<file path="src/rtl/frame_rx_arbiter.sv">
// Round-robin arbiter giving two requesters shared use of one 3-byte frame receiver.
// Serialises the winner's frame MSB first, then collects the receiver's result or declares a timeout.
//
// state | meaning
// ------+-----------------------------------------------------------
// IDLE  | cs high, waiting for a request; picks winner and latches frame
// B0    | cs low, driving frame[23:16]
// B1    | cs low, driving frame[15:8]
// B2    | cs low, driving frame[7:0]
// WAIT  | cs high, waiting for rx_err / rx_ack or timeout
// DONE  | one-cycle done pulse to owner, round-robin pointer updated
// GAP   | cs held high before the next grant
module frame_rx_arbiter #(
  parameter int TIMEOUT = 16,
  parameter int GAP     = 2
) (
  input  logic        clk,
  input  logic        rst,
  input  logic [1:0]  req,
  input  logic [23:0] frame0,
  input  logic [23:0] frame1,
  output logic [1:0]  grant,
  output logic [1:0]  done,
  output logic [15:0] res,
  output logic [1:0]  status,
  output logic        cs,
  output logic [7:0]  rx_data,
  input  logic        rx_ack,
  input  logic        rx_err,
  input  logic [15:0] rx_res
);

  localparam int TW = $clog2(TIMEOUT + 1);
  localparam int GW = $clog2(GAP + 1);

  localparam logic [2:0] IDLE = 3'd0;
  localparam logic [2:0] B0   = 3'd1;
  localparam logic [2:0] B1   = 3'd2;
  localparam logic [2:0] B2   = 3'd3;
  localparam logic [2:0] WAIT = 3'd4;
  localparam logic [2:0] DONE = 3'd5;
  localparam logic [2:0] GAPS = 3'd6;

  localparam logic [1:0] ST_OK      = 2'b00;
  localparam logic [1:0] ST_ERR     = 2'b01;
  localparam logic [1:0] ST_TIMEOUT = 2'b10;

  logic [2:0]    state;
  logic [2:0]    state_nx;
  logic          owner;
  logic          rr_last;
  logic [23:0]   frame_q;
  logic [TW-1:0] wait_cnt;
  logic [GW-1:0] gap_cnt;
  logic          win;
  logic [23:0]   frame_sel;
  logic [1:0]    owner_oh;

  // with both requests pending, the requester not served last wins
  assign win       = (req == 2'b11) ? ~rr_last : req[1];
  assign frame_sel = win ? frame1 : frame0;
  assign owner_oh  = owner ? 2'b10 : 2'b01;

  always_comb begin
    state_nx = state;
    case (state)
      IDLE:    if (req != 2'b00) state_nx = B0;
      B0:      state_nx = B1;
      B1:      state_nx = B2;
      B2:      state_nx = WAIT;
      WAIT:    if (rx_err || rx_ack || (wait_cnt == '0)) state_nx = DONE;
      DONE:    state_nx = GAPS;
      GAPS:    if (gap_cnt == '0) state_nx = IDLE;
      default: state_nx = IDLE;
    endcase
  end

  always_ff @(posedge clk) begin
    if (!rst) begin
      state    <= IDLE;
      owner    <= 1'b0;
      rr_last  <= 1'b1;
      frame_q  <= '0;
      wait_cnt <= '0;
      gap_cnt  <= '0;
      grant    <= 2'b00;
      done     <= 2'b00;
      res      <= '0;
      status   <= ST_OK;
      cs       <= 1'b1;
      rx_data  <= 8'h00;
    end else begin
      state <= state_nx;
      done  <= 2'b00;
      case (state)
        IDLE: begin
          if (req != 2'b00) begin
            owner   <= win;
            frame_q <= frame_sel;
            grant   <= win ? 2'b10 : 2'b01;
            cs      <= 1'b0;
            rx_data <= frame_sel[23:16];
          end
        end
        B0: rx_data <= frame_q[15:8];
        B1: rx_data <= frame_q[7:0];
        B2: begin
          cs       <= 1'b1;
          rx_data  <= 8'h00;
          wait_cnt <= TW'(TIMEOUT - 1);
        end
        WAIT: begin
          // error outranks ack; a result in the last WAIT cycle beats the timeout
          if (rx_err) begin
            status <= ST_ERR;
            res    <= '0;
            done   <= owner_oh;
          end else if (rx_ack) begin
            status <= ST_OK;
            res    <= rx_res;
            done   <= owner_oh;
          end else if (wait_cnt == '0) begin
            status <= ST_TIMEOUT;
            res    <= '0;
            done   <= owner_oh;
          end else begin
            wait_cnt <= wait_cnt - TW'(1);
          end
        end
        DONE: begin
          grant   <= 2'b00;
          rr_last <= owner;
          gap_cnt <= GW'(GAP - 1);
        end
        GAPS: if (gap_cnt != '0) gap_cnt <= gap_cnt - GW'(1);
        default: ;
      endcase
    end
  end

endmodule

</file>
<file path="config.mk">
export PLATFORM = sky130hd
export DESIGN_NAME = frame_rx_arbiter
export DESIGN_NICKNAME = d
export VERILOG_FILES = /design/src/rtl/frame_rx_arbiter.sv
export SDC_FILE = /design/constraint.sdc
export NUM_CORES = 1
export LEC_CHECK = 0
export BUFFER_PORTS_ARGS = -buffer_cell sky130_fd_sc_hd__clkbuf_2
export CAP_MARGIN = 20
export CORE_ASPECT_RATIO = 1.4
export CORE_MARGIN = 2
export CORE_UTILIZATION = 51
export DETAILED_ROUTE_END_ITERATION = 12
export GPL_TIMING_DRIVEN = 0
export HOLD_SLACK_MARGIN = 0.08
export PLACE_DENSITY = 0.84
export SKIP_CTS_REPAIR_TIMING = 1
export SLEW_MARGIN = 20
export SYNTH_ARGS = -nofsm -noshare
export SYNTH_HDL_FRONTEND = slang
export SYNTH_SLANG_ARGS = --single-unit
</file>
<file path="constraint.sdc">
create_clock -name clk -period 3.7 [get_ports clk]
set_input_delay 0.185 -clock clk [delete_from_list [all_inputs] [get_ports clk]]
set_output_delay 0.185 -clock clk [all_outputs]
set_load 0.01 [all_outputs]
</file>
### Word-level counts from Yosys, hierarchy flattened

Cells that the tools add are included.

| word-level totals | value |
|---|---|
| bits of input ports | 70 |
| logic and storage cells | 80 |
| output and inout bits | 31 |
| bits in registers | 59 |

| cells by class | value |
|---|---|
| multiplexer cells | 29 |
| equal/unequal tests | 14 |
| add/subtract/negate cells | 2 |
| bitwise operators | 1 |
| reductions and logical operators | 22 |

Operators by type and width:

| kind | count |
|---|---|
| 16-bit two-way mux | 3 |
| 8-bit one-hot mux with 4 select lines | 1 |
| 24-bit two-way mux | 1 |
| 3-bit one-hot mux with 7 select lines | 1 |
| 2-bit two-way mux | 10 |
| 5-bit two-way mux | 3 |
| 2-bit != test, second input constant | 7 |
| 2-bit AND reduction | 7 |
| 2-bit nonzero test | 6 |
| 5-bit one-hot mux with 2 select lines | 1 |
| 3-bit equality test, second input constant | 3 |
| 3-bit two-way mux | 3 |
| 8-bit two-way mux | 1 |
| 2-bit one-hot mux with 2 select lines | 2 |
| 3-bit by 2-bit equality test with 1-bit output, second input constant | 2 |
| 5-bit logical NOT | 1 |
| 5-bit by 1-bit subtractor with 5-bit output, second input constant | 1 |
| 4-bit AND reduction | 1 |
| 4-bit nonzero test | 1 |
| 3-bit by 1-bit equality test with 1-bit output, second input constant | 1 |
| 3-bit logical NOT | 1 |
| 3-bit AND reduction | 1 |
| 3-bit nonzero test | 1 |
| 2-bit equality test, second input constant | 1 |
| 6 further kinds | 8 |

### Longest topological paths before layout

| logic depth | value |
|---|---|
| depth in word-level cells | 5 |
| depth in mapped cells | 7 |
| depth with buffers taken out | 6 |

### Worst setup path after synthesis

Ideal clock, no wire load.

| path | value |
|---|---|
| path kind | register to register |
| start point | reg wait_cnt[0] |
| end point | reg res[10] |
| setup time | 0.117 ns |
| setup slack | 1.922 ns |
| cell stages (with the launch flop) | 8 |
| data arrival time | 1.661 ns |
| path buffers | 1 |
| clock period less this slack | 1.778 ns |
| required time | 3.583 ns |
| cells stage by stage | dfxtp_1 inv_1 ha_1 nor4b_2 nor3_2 o21a_1 buf_2 a22o_1 |

| on the way | value |
|---|---|
| word-level cells in the longest chain between the ends | 3 |

RTL lines:

| what | line | text |
|---|---|---|
| from (decl) | 53 | `logic [TW-1:0] wait_cnt;` |
| from (signal assigned) | 110 | `wait_cnt <= TW'(TIMEOUT - 1);` |
| from (signal assigned) | 127 | `wait_cnt <= wait_cnt - TW'(1);` |
| 5-bit logical NOT | 122 | `end else if (wait_cnt == '0) begin` |
| 3-bit nonzero test (no source line) | - |  |
| 2-bit AND reduction (no source line) | - |  |
| to (signal assigned) | 120 | `res <= rx_res;` |
| to (decl) | 24 | `output logic [15:0] res,` |

Every way passes these cells.
A chain may end at the register's enable or synchronous reset.

### Final worst setup path

| path | value |
|---|---|
| start point | reg wait_cnt[0] |
| end point | reg res[3] |

The elaborated chain is that of the path after synthesis.

==> impl_results.md <==
- Worst-Margin Slew: 0.747 ns
- Final GP Congestion: 0.875
- Largest net degree at the start of global routing: 14
- Fillers: 398
- Layout cells sized above 1: 31.1%
- Vias post-DR: 2713
- Crit-path cells: inv_1 -> ha_1 -> nor4b_2 -> nor3_2 -> o21a_1 -> buf_2 -> a22o_1
- EDFF count, synth: 0
- Pwr dens: 439 nW/um2
- Via density: 5.70
- TritonCTS clock tree: yes
- Clock Skew: 0.0112 ns
- CTS Root Cell: clkbuf_8
- FF-to-FF Start: wait_cnt[0]$_SDFFE_PN0P_
- Area Overhead vs Synth: 39.5%
- Core Area: 4800 um2
- TritonCTS Buffers: 9
- Clock buffer depth: 2
- Synthesized area per cell: 9.13 um2
- Syn nets: 346
- Multi-input gate area: 1220 um2
- Global-route wire length before repair: 11200 um
- Nets@finish: 479
- Final Setup Violations: 0
- Post-detail-place hpwl: 4860 um
- Critical Path AT: 2.35 ns
- CTS clk-pin slew, worst paths: 0.08 ns
- Grt ovf: 0
- Final hold violation count: 0
- Crit path required time: 3.98 ns
- Sequential Area: 1180 um2
- Post-Syn Instances: 274
- Port buffer count: 99
- Max-slew violation count: 0
- Synth warn: 0
- Worst IR Drop VDD: 442 uV
- Routed Antenna Nets: 0
- Hold crit path type: in -> reg
- Synth Flop Type: dfxtp_1
- Placed Cells: 437
- Worst r2r path cells: 7
- Hold_sp: frame0[6]
- Slowest cell on crit path: dfxtp_1
- Die Y: 86.9 um
- Static leakage: 0.00159 uW
- Initial Utilization: 52.1%
- Number of synthesized register bits: 59
- Post-DR wirelength/cell: 15.2 um
- Area after DPL: 3080 um2
- Synthesized cell area: 2500 um2
- # diodes: 0
- RSZ-0062 raised after global routing: no
- Most common cell after layout, fill and taps aside: clkbuf_2
- Clock sinks: 59
- Design Area, Final: 3490 um2
- Post-Route WL: 7240 um
- Fmax: 482 MHz
- Initial DRT Pass Iterations: 5
- Hold depth: 3
- Die width: 63.2 um
- Yosys cell types: 39
- Minimum clock period: 2.07 ns
- CP Max Fanout: 10
- Outcome: finished clean
- Total global-route track usage: 26.0%
- Worst path max stage delay: 0.37 ns
- Power Total: 1530 uW
- Final cycle utilization of the critical path: 56.0%
- Crit Path Category: reg -> reg
- First DRT Iteration DRCs: 139
- Die ar.: 5490 um2
- Vias in the first global route: 2482
- Later-pin clock latency in the skew report: 0.34 ns
- Antenna violations before repair: 0
- Seq/Total Area, Yosys: 47.2%
- MaxCap Viol Count: 0
- Worst Hold Endpoint: frame_q[6]$_SDFFE_PN0P_
- FFs w/ async S/R, synth: 0%
- Reg-to-Reg End: res[3]$_SDFFE_PN0P_
- DRC violations left: 0
- CTS H-tree lvls: 3
- Row count: 30
- Boundary pin count: 101
- Final Non-Filler Cells: 476
- Reg2Reg Setup Slack: 1.63 ns
- Slew margin rel.: 49.9%
- Most frequent cells in the layout: clkbuf_2 (99), dfxtp_1 (59), a21oi_1 (39), nand2_1 (30), dlygate4sd3_1 (23)
- CP Capture Type: flip-flop
- CP Launch Type: flip-flop
- TNS Setup: 0 ns
==> state kept, by name, summed over array words and instances, names as in the netlist <==
register  count
cs            1
done          2
frame_q      16
gap_cnt       2
grant         2
owner         1
res          16
rr_last       1
rx_data       8
state         3
status        2
wait_cnt      5
==> per-layer routing <==
| layer | track usage, % | routed length [um] | vias up |
|---|---|---|---|
| met3 | 7.63 | 569 | 18 |
| li1 | - | - | 1292 |
| met4 | 15.4 | 208 | 0 |
| met1 | 28.5 | 2670 | 1260 |
| met2 | 44.7 | 3790 | 143 |
| met5 | 0 | 0 | - |
==> cell type report <==
cell class | instances | share of cell area, %
repair buffers | 122 | 20.8
clock inverters | 7 | 1.69
plain buffers | 20 | 2.44
clock buffers | 9 | 3.55
flip-flops and latches | 59 | 33.8
well taps | 64 | 2.29
inverters | 5 | 0.538
multi-input cells | 190 | 34.9
==> worst max path at each step <==
stage                             start                    to  slack (ns)  depth (start not counted)
4_1_cts        wait_cnt[0]$_SDFFE_PN0P_   res[5]$_SDFFE_PN0P_        1.69                          7
3_5_place_dp   wait_cnt[0]$_SDFFE_PN0P_  res[10]$_SDFFE_PN0P_        1.71                          7
5_1_grt        wait_cnt[0]$_SDFFE_PN0P_   res[3]$_SDFFE_PN0P_        1.48                          7
6_report       wait_cnt[0]$_SDFFE_PN0P_   res[3]$_SDFFE_PN0P_        1.63                          7
2_1_floorplan  wait_cnt[0]$_SDFFE_PN0P_  res[10]$_SDFFE_PN0P_        1.92                          7
3_3_place_gp   wait_cnt[0]$_SDFFE_PN0P_   res[6]$_SDFFE_PN0P_        1.73                          7
==> per-stage QoR <==
| step | hold slack, ns | worst slack (ns) | util, % |
|---|---|---|---|
| 2_1_floorplan | 0.311 | 1.92 | - |
| 3_3_place_gp | 0.395 | 1.73 | 64.0 |
| 3_5_place_dp | 0.401 | 1.71 | 64.0 |
| 4_1_cts | 0.0354 | 1.69 | 67.8 |
| 5_1_grt | 0.0843 | 1.48 | 72.6 |
| 6_report | 0.0639 | 1.63 | 72.6 |
==> worst max-delay path: cells and delay by family (launching register included) <==
| family | cells | cell delay, ns |
|---|---|---|
| AO/OA/AOI/OAI | 2 | 0.50 |
| adder cells (fa/ha/maj) | 1 | 0.24 |
| buffers and inverters | 2 | 0.34 |
| flip-flops | 1 | 0.37 |
| AND/OR/NAND/NOR | 2 | 0.56 |
==> synth_stat cells, types with 4 or more instances <==
cell type / number / area, um2
mux2i_1: 8 / 80.1
nand3_1: 4 / 20.0
nor2b_1: 4 / 25.0
o221ai_1: 8 / 70.1
nor2_1: 9 / 33.8
nor3_1: 6 / 30.0
a22oi_1: 8 / 60.1
o211a_1: 8 / 80.1
a21oi_1: 39 / 195
clkbuf_1: 11 / 41.3
o21ai_0: 22 / 110
buf_2: 8 / 40.0
dfxtp_1: 59 / 1180
a22o_1: 16 / 140
inv_1: 4 / 15.0
nand2_1: 30 / 113
==> kinds of logic (layout without fill, tap and decap cells) <==
| kind of cell | count (synthesis) | after routing | synth area share, % |
|---|---|---|---|
| buf+inv | 25 | 163 | 4.15 |
| mux | 8 | 8 | 3.20 |
| flops | 59 | 59 | 47.2 |
| simple gates | 65 | 65 | 13.7 |
| fa+ha+maj | 2 | 2 | 1.00 |
| compound gates | 115 | 115 | 30.8 |
==> where the power goes <==
| part | switching [uW] | internal [uW] |
|---|---|---|
| Combinational | 153 | 126 |
| Sequential | 30.5 | 683 |
| Clock | 288 | 252 |
| Total | 472 | 1060 |
Power figures use the tool's default switching activity.
